==> src/rtl/cpu_defs_pkg.sv <==
// cpu_defs_pkg: shared CPU definitions -- exception codes and the fetch-controller state type.
package cpu_defs_pkg;

    localparam logic [4:0] EX_INT  = 5'h00;
    localparam logic [4:0] EX_ADEL = 5'h04;
    localparam logic [4:0] EX_ADES = 5'h05;
    localparam logic [4:0] EX_SYS  = 5'h08;
    localparam logic [4:0] EX_BP   = 5'h09;
    localparam logic [4:0] EX_RI   = 5'h0a;
    localparam logic [4:0] EX_OV   = 5'h0c;

    typedef enum logic [1:0] {IDLE, ADDR, DATA, FULL} ifc_state_t;

    function automatic logic pc_misaligned(input logic [1:0] lo);
        return |lo;
    endfunction

endpackage

==> src/rtl/ifc_out_buf.sv <==
// ifc_out_buf: one-entry pc/inst/ex holding register for the fetch stage output.
//  clk, rst_n         clock, asynchronous active-low reset
//  load               capture ld_pc/ld_inst/ld_ex and mark valid (wins over clear)
//  clear              empty the entry, all fields to 0
//  ld_pc/ld_inst/ld_ex  data to capture
//  valid/pc/inst/ex   buffered entry
module ifc_out_buf #(
    parameter int ADDR_W = 32,
    parameter int DATA_W = 32
) (
    input  logic              clk,
    input  logic              rst_n,
    input  logic              load,
    input  logic              clear,
    input  logic [ADDR_W-1:0] ld_pc,
    input  logic [DATA_W-1:0] ld_inst,
    input  logic              ld_ex,
    output logic              valid,
    output logic [ADDR_W-1:0] pc,
    output logic [DATA_W-1:0] inst,
    output logic              ex
);

    always_ff @(posedge clk or negedge rst_n) begin
        if (!rst_n) begin
            valid <= 1'b0;
            pc    <= '0;
            inst  <= '0;
            ex    <= 1'b0;
        end else if (load) begin
            valid <= 1'b1;
            pc    <= ld_pc;
            inst  <= ld_inst;
            ex    <= ld_ex;
        end else if (clear) begin
            valid <= 1'b0;
            pc    <= '0;
            inst  <= '0;
            ex    <= 1'b0;
        end
    end

endmodule

==> src/rtl/inst_fetch_ctrl.sv <==
// inst_fetch_ctrl: IF-stage sequencer for a req/addr_ok/data_ok instruction bus, one request in flight.
//  clk, rst_n                 clock, asynchronous active-low reset
//  fetch_pc/valid/ready       next-PC handshake; ready means the PC was taken this cycle
//  flush                      kill everything in flight
//  out_valid/ready/pc/inst    buffered instruction toward ID
//  out_ex/excode/badvaddr     misaligned-fetch exception info
//  inst_req/addr/addr_ok      bus address phase
//  inst_rdata/data_ok         bus data phase
//  IFC_PERF_CNT_EN            adds perf_fetch_cnt (IF->ID handshakes) and perf_wait_cnt (cycles in ADDR/DATA)
module inst_fetch_ctrl
    import cpu_defs_pkg::*;
#(
    parameter int         ADDR_W      = 32,
    parameter int         DATA_W      = 32,
    parameter logic [4:0] EXCODE_ADEL = EX_ADEL
) (
    input  logic              clk,
    input  logic              rst_n,
    input  logic [ADDR_W-1:0] fetch_pc,
    input  logic              fetch_valid,
    output logic              fetch_ready,
    input  logic              flush,
    output logic              out_valid,
    input  logic              out_ready,
    output logic [ADDR_W-1:0] out_pc,
    output logic [DATA_W-1:0] out_inst,
    output logic              out_ex,
    output logic [4:0]        out_excode,
    output logic [ADDR_W-1:0] out_badvaddr,
    output logic              inst_req,
    output logic [ADDR_W-1:0] inst_addr,
    input  logic              inst_addr_ok,
    input  logic [DATA_W-1:0] inst_rdata,
    input  logic              inst_data_ok
`ifdef IFC_PERF_CNT_EN
    ,
    output logic [31:0]       perf_fetch_cnt,
    output logic [31:0]       perf_wait_cnt
`endif
);

    ifc_state_t state, state_nx;
    logic discard, discard_nx;
    logic accept, misalign, load_mem, load_ex, clear;

    assign fetch_ready = ~flush & ~discard & ((state == IDLE) | ((state == FULL) & out_ready));
    assign accept      = fetch_valid & fetch_ready;
    assign misalign    = pc_misaligned(fetch_pc[1:0]);
    assign load_mem    = (state == DATA) & inst_data_ok & ~discard & ~flush;
    assign load_ex     = accept & misalign;
    // Consuming the entry empties it; a same-cycle misaligned reload takes precedence inside the buffer.
    assign clear       = flush | ((state == FULL) & out_ready);
    assign inst_req    = (state == ADDR);

    always_comb begin
        state_nx = state;
        case (state)
            IDLE:    state_nx = accept ? (misalign ? FULL : ADDR) : IDLE;
            ADDR:    state_nx = inst_addr_ok ? DATA : ADDR;
            DATA:    state_nx = inst_data_ok ? ((discard | flush) ? IDLE : FULL) : DATA;
            FULL:    state_nx = flush ? IDLE : accept ? (misalign ? FULL : ADDR) : out_ready ? IDLE : FULL;
            default: state_nx = IDLE;
        endcase
    end

    // A flushed request still owns the bus until its data returns; discard remembers to drop it.
    assign discard_nx = (state == ADDR) ? (discard | flush) :
                        (state == DATA) ? (~inst_data_ok & (discard | flush)) : 1'b0;

    always_ff @(posedge clk or negedge rst_n) begin
        if (!rst_n) begin
            state     <= IDLE;
            discard   <= 1'b0;
            inst_addr <= '0;
        end else begin
            state   <= state_nx;
            discard <= discard_nx;
            if (accept & ~misalign)
                inst_addr <= fetch_pc;
        end
    end

    ifc_out_buf #(.ADDR_W(ADDR_W), .DATA_W(DATA_W)) u_buf (
        .clk     (clk),
        .rst_n   (rst_n),
        .load    (load_mem | load_ex),
        .clear   (clear),
        .ld_pc   (load_ex ? fetch_pc : inst_addr),
        .ld_inst (load_ex ? '0 : inst_rdata),
        .ld_ex   (load_ex),
        .valid   (out_valid),
        .pc      (out_pc),
        .inst    (out_inst),
        .ex      (out_ex)
    );

    assign out_excode   = out_ex ? EXCODE_ADEL : 5'd0;
    assign out_badvaddr = out_ex ? out_pc : '0;

`ifdef IFC_PERF_CNT_EN
    always_ff @(posedge clk or negedge rst_n) begin
        if (!rst_n) begin
            perf_fetch_cnt <= '0;
            perf_wait_cnt  <= '0;
        end else begin
            perf_fetch_cnt <= perf_fetch_cnt + 32'(out_valid & out_ready);
            perf_wait_cnt  <= perf_wait_cnt + 32'((state == ADDR) | (state == DATA));
        end
    end
`else
    // Performance counters not built.
`endif

endmodule
==> config.mk <==
export PLATFORM = sky130hd
export DESIGN_NAME = inst_fetch_ctrl
export DESIGN_NICKNAME = d
export VERILOG_FILES = /design/src/rtl/cpu_defs_pkg.sv /design/src/rtl/ifc_out_buf.sv /design/src/rtl/inst_fetch_ctrl.sv
export SDC_FILE = /design/constraint.sdc
export NUM_CORES = 1
export LEC_CHECK = 0
export CORE_ASPECT_RATIO = 0.75
export CORE_MARGIN = 5
export CORE_UTILIZATION = 28
export DETAILED_ROUTE_END_ITERATION = 8
export MAX_ROUTING_LAYER = met4
export SLEW_MARGIN = 10
export SYNTH_ARGS = -nofsm -noshare
export SYNTH_HDL_FRONTEND = slang
export SYNTH_SLANG_ARGS = --single-unit
==> constraint.sdc <==
create_clock -name clk -period 2.64 [get_ports clk]
set_input_delay 0.528 -clock clk [delete_from_list [all_inputs] [get_ports clk]]
set_output_delay 0.528 -clock clk [all_outputs]
set_load 0.01 [all_outputs]
==> results.md <==
* Floorplan die width at 153 µm
* Setup slack, reg-to-reg at 640 ps
* Worst relative slew slack at 57.2%
* GP Congestion at 0.808
* Worst setup margin at 115 ps
* Worst-path clk slew at approximately 70 ps
* Compound-gate portion of the synthesized area at 20.6%
* Synth async-reset ratio at 100%
* Final WL at 12800 µm
* Number of synthesized register bits at 101
* # diodes at 0
* Wirelength per Cell at 17.3 µm
* CTS H-tree lvls at 3
* Worst Skew at between 7 and 8 ps
* Commonest non-fill, non-tap cell in the layout: clkdlybuf4s50_1
* Vias per cell at between 4 and 5
* Ys flop type: dfrtp_1
* Die ar. at 0.0180 mm²
* First-pass GRT wire length at 20300 µm
* Bufs on Longest Clock Path at 2
* Actual slew at the worst max-slew pin at 642 ps
* Max Slew Vio Count at 0
* Multi-input logic area at 0.00158 mm²
* Largest net degree at the start of global routing at 54
* Synth Area per Inst at 13.2 µm²
* Area grow syn2layout at 59.4%
* Iter 0 DRT Violations at 113
* Top cell type's share of synthesized area at 58.5%
* CP max stage cell: clkdlybuf4s50_1
* Final hold viol count at 0
* Layout cell share with drive strength beyond 1 at between 10% and 20%
* Seq. cell area at roughly 0.0025 mm²
* Crit path top cell by count: clkdlybuf4s50_1
* Cells after Synth at roughly 330
* Number of global-route vias before repair at 3666
* # port buffers at 203
* Cell area after synthesis at roughly 0.0043 mm²
* XOR/XNOR Fraction of Synth Area at 0%
* Crit path launch type: input port
* Cts repair resizes at 0
* Clk sink count at 101
* Hold WC Path Type: input port to async pin
* Quantity of hold-fixing buffers added after cts at 0
* Max_cap viols at 0
* Largest stage delay, worst path at 570 ps
* GRT Total Usage at between 10% and 20%
* Initial core utilization at between 20% and 30%
* Via count at 3458
* Synth area leaders: dfrtp_1, a22o_1, mux2_2, a21o_1, and2_1
* Post-synth cell types at 32
* Most frequent cells in the layout: clkdlybuf4s50_1, dfrtp_1, a22o_1, and2_1, a21o_1
* Core area at 0.0152 mm²
* First-pass DRT Iterations at 4
* Overflow after GRT at 0
* # setup viols final at 0
* Simple-gate portion of the synthesized area at 7.70%
* Chip height at 118 µm
* Power per cell area at roughly 900 mW/mm²
* Root buf cell: clkbuf_16
* Post-route ant nets at 0
* Core Util, Final at between 40% and 50%
* Residual DRC at 0
* Number of cell rows at 39
* CP Cell Sequence: clkdlybuf4s50_1 -> or2_2 -> a21oi_1 -> clkdlybuf4s50_1
* Fillers at 1387
* Ys Warns at 0
* Status: complete, no violations
* Cell taking the most area after synthesis: dfrtp_1
* CTS tree: yes
* Seq/Total Area, Yosys at roughly three fifths
* Main combinational cell family by area after synthesis: compound AO/OA/AOI/OAI gates
* Initial antenna violation count at 0
* Crit Path Max Fanout at 3
* # IOs at roughly 210
* Nets at 600
* Clk Latency, worst-skew pair at 340 ps
* Data arrival time of the worst path at 2000 ps
* Pre-CTS setup slack at between 100 and 150 ps
* Crit path capture type: output port
* Required @ worst endpoint at 2110 ps
* Mux cell area share after synthesis at under 10%
* Num CTS Buffers at 9
* Cell leakage power at around 3.2 nW
* Final HPWL DP at 9360 µm
* Synthesized-area fraction occupied by adder cells at 0%
* Peak supply drop at approximately 0.35 mV
* FMAX at slightly below 400 MHz
* RSZ-0062 raised after global routing: false
* Total negative setup slack at 0 ps
* WS Path Type: input port to output port
* Post-synth EDFFs at 0
* Final worst path period share at between 90% and 100%
* Tmin final at approximately 2500 ps
* Post-CTS setup buffers at 0
## sequential cells by signal, summed over array words and instances, names as in the netlist
name         cells
discard          1
u_buf.inst      32
u_buf.valid      1
u_buf.ex         1
state            2
inst_addr       32
u_buf.pc        32
## layout make-up
| cell class | instances | area share [%] |
|---|---|---|
| multi-input cells | 195 | 23.0 |
| repair buffers | 219 | 31.9 |
| clock inverters | 4 | 0.799 |
| clock buffers | 12 | 3.72 |
| well taps | 205 | 3.72 |
| flip-flops and latches | 101 | 36.7 |
| inverters | 3 | 0.163 |
## power by group
group          leakage, nW  internal [W]  total (W)  switching [W]
logic                 1.72       0.00137    0.00233       0.000957
registers             1.34       0.00199    0.00235       0.000358
clock network        0.149      0.000793    0.00137       0.000580
## metrics by stage
step	cells	power (W)	hold WS (ps)	cell area, µm²
3_3_place_gp	723	0.00469	478	6580
6_report	739	0.00605	209	6890
2_1_floorplan	330	0.00336	232	4330
3_5_place_dp	723	0.00473	484	6580
5_1_grt	739	0.00640	257	6890
4_1_cts	739	0.00615	223	6890
## final timing paths
check / start / end / cells past startpoint
min reg2reg: u_buf.inst[2] / u_buf.inst[2] / 1
min: rst_n / inst_addr[27] / 1
max reg2reg: state[0] / u_buf.pc[9] / 6
max in group asynchronous: rst_n / inst_addr[20] / 2
min in group clk: u_buf.inst[2] / u_buf.inst[2] / 1
max: flush / fetch_ready / 4
## layer usage
metal | wire length, µm | global-route usage (%) | vias up
li1 | - | - | 1584
met1 | 5800 | 17.8 | 1739
met2 | 5980 | 22.8 | 123
met3 | 852 | 4.89 | 12
met4 | 153 | 2.98 | 0
met5 | 0 | - | -
## cell families (layout without fill, tap and decap cells)
| family | count (synthesis) | count (layout) |
|---|---|---|
| AOI/OAI and AO/OA | 106 | 106 |
| DFF | 101 | 101 |
| and+or+nand+nor | 55 | 55 |
| buffers and inverters | 34 | 238 |
| muxes | 30 | 30 |
| other | 1 | 4 |
## Yosys cell counts, types with 2 or more instances
| cell type | number |
|---|---|
| a21o_1 | 31 |
| a21oi_1 | 4 |
| a221o_1 | 2 |
| a22o_1 | 62 |
| and2_1 | 34 |
| and3_1 | 2 |
| buf_2 | 11 |
| buf_4 | 5 |
| buf_6 | 9 |
| clkbuf_1 | 6 |
| dfrtp_1 | 101 |
| inv_1 | 3 |
| mux2_2 | 30 |
| nand2_1 | 3 |
| nor2_1 | 5 |
| nor3_1 | 3 |
## worst max-delay path, delay by kind of cell
| kind | cells | cell delay, ps |
|---|---|---|
| buffers and inverters | 2 | 1000 |
| and+or+nand+nor | 1 | 290 |
| AOI/OAI and AO/OA | 1 | 170 |
No activity file was read; power rests on OpenSTA's default activity.
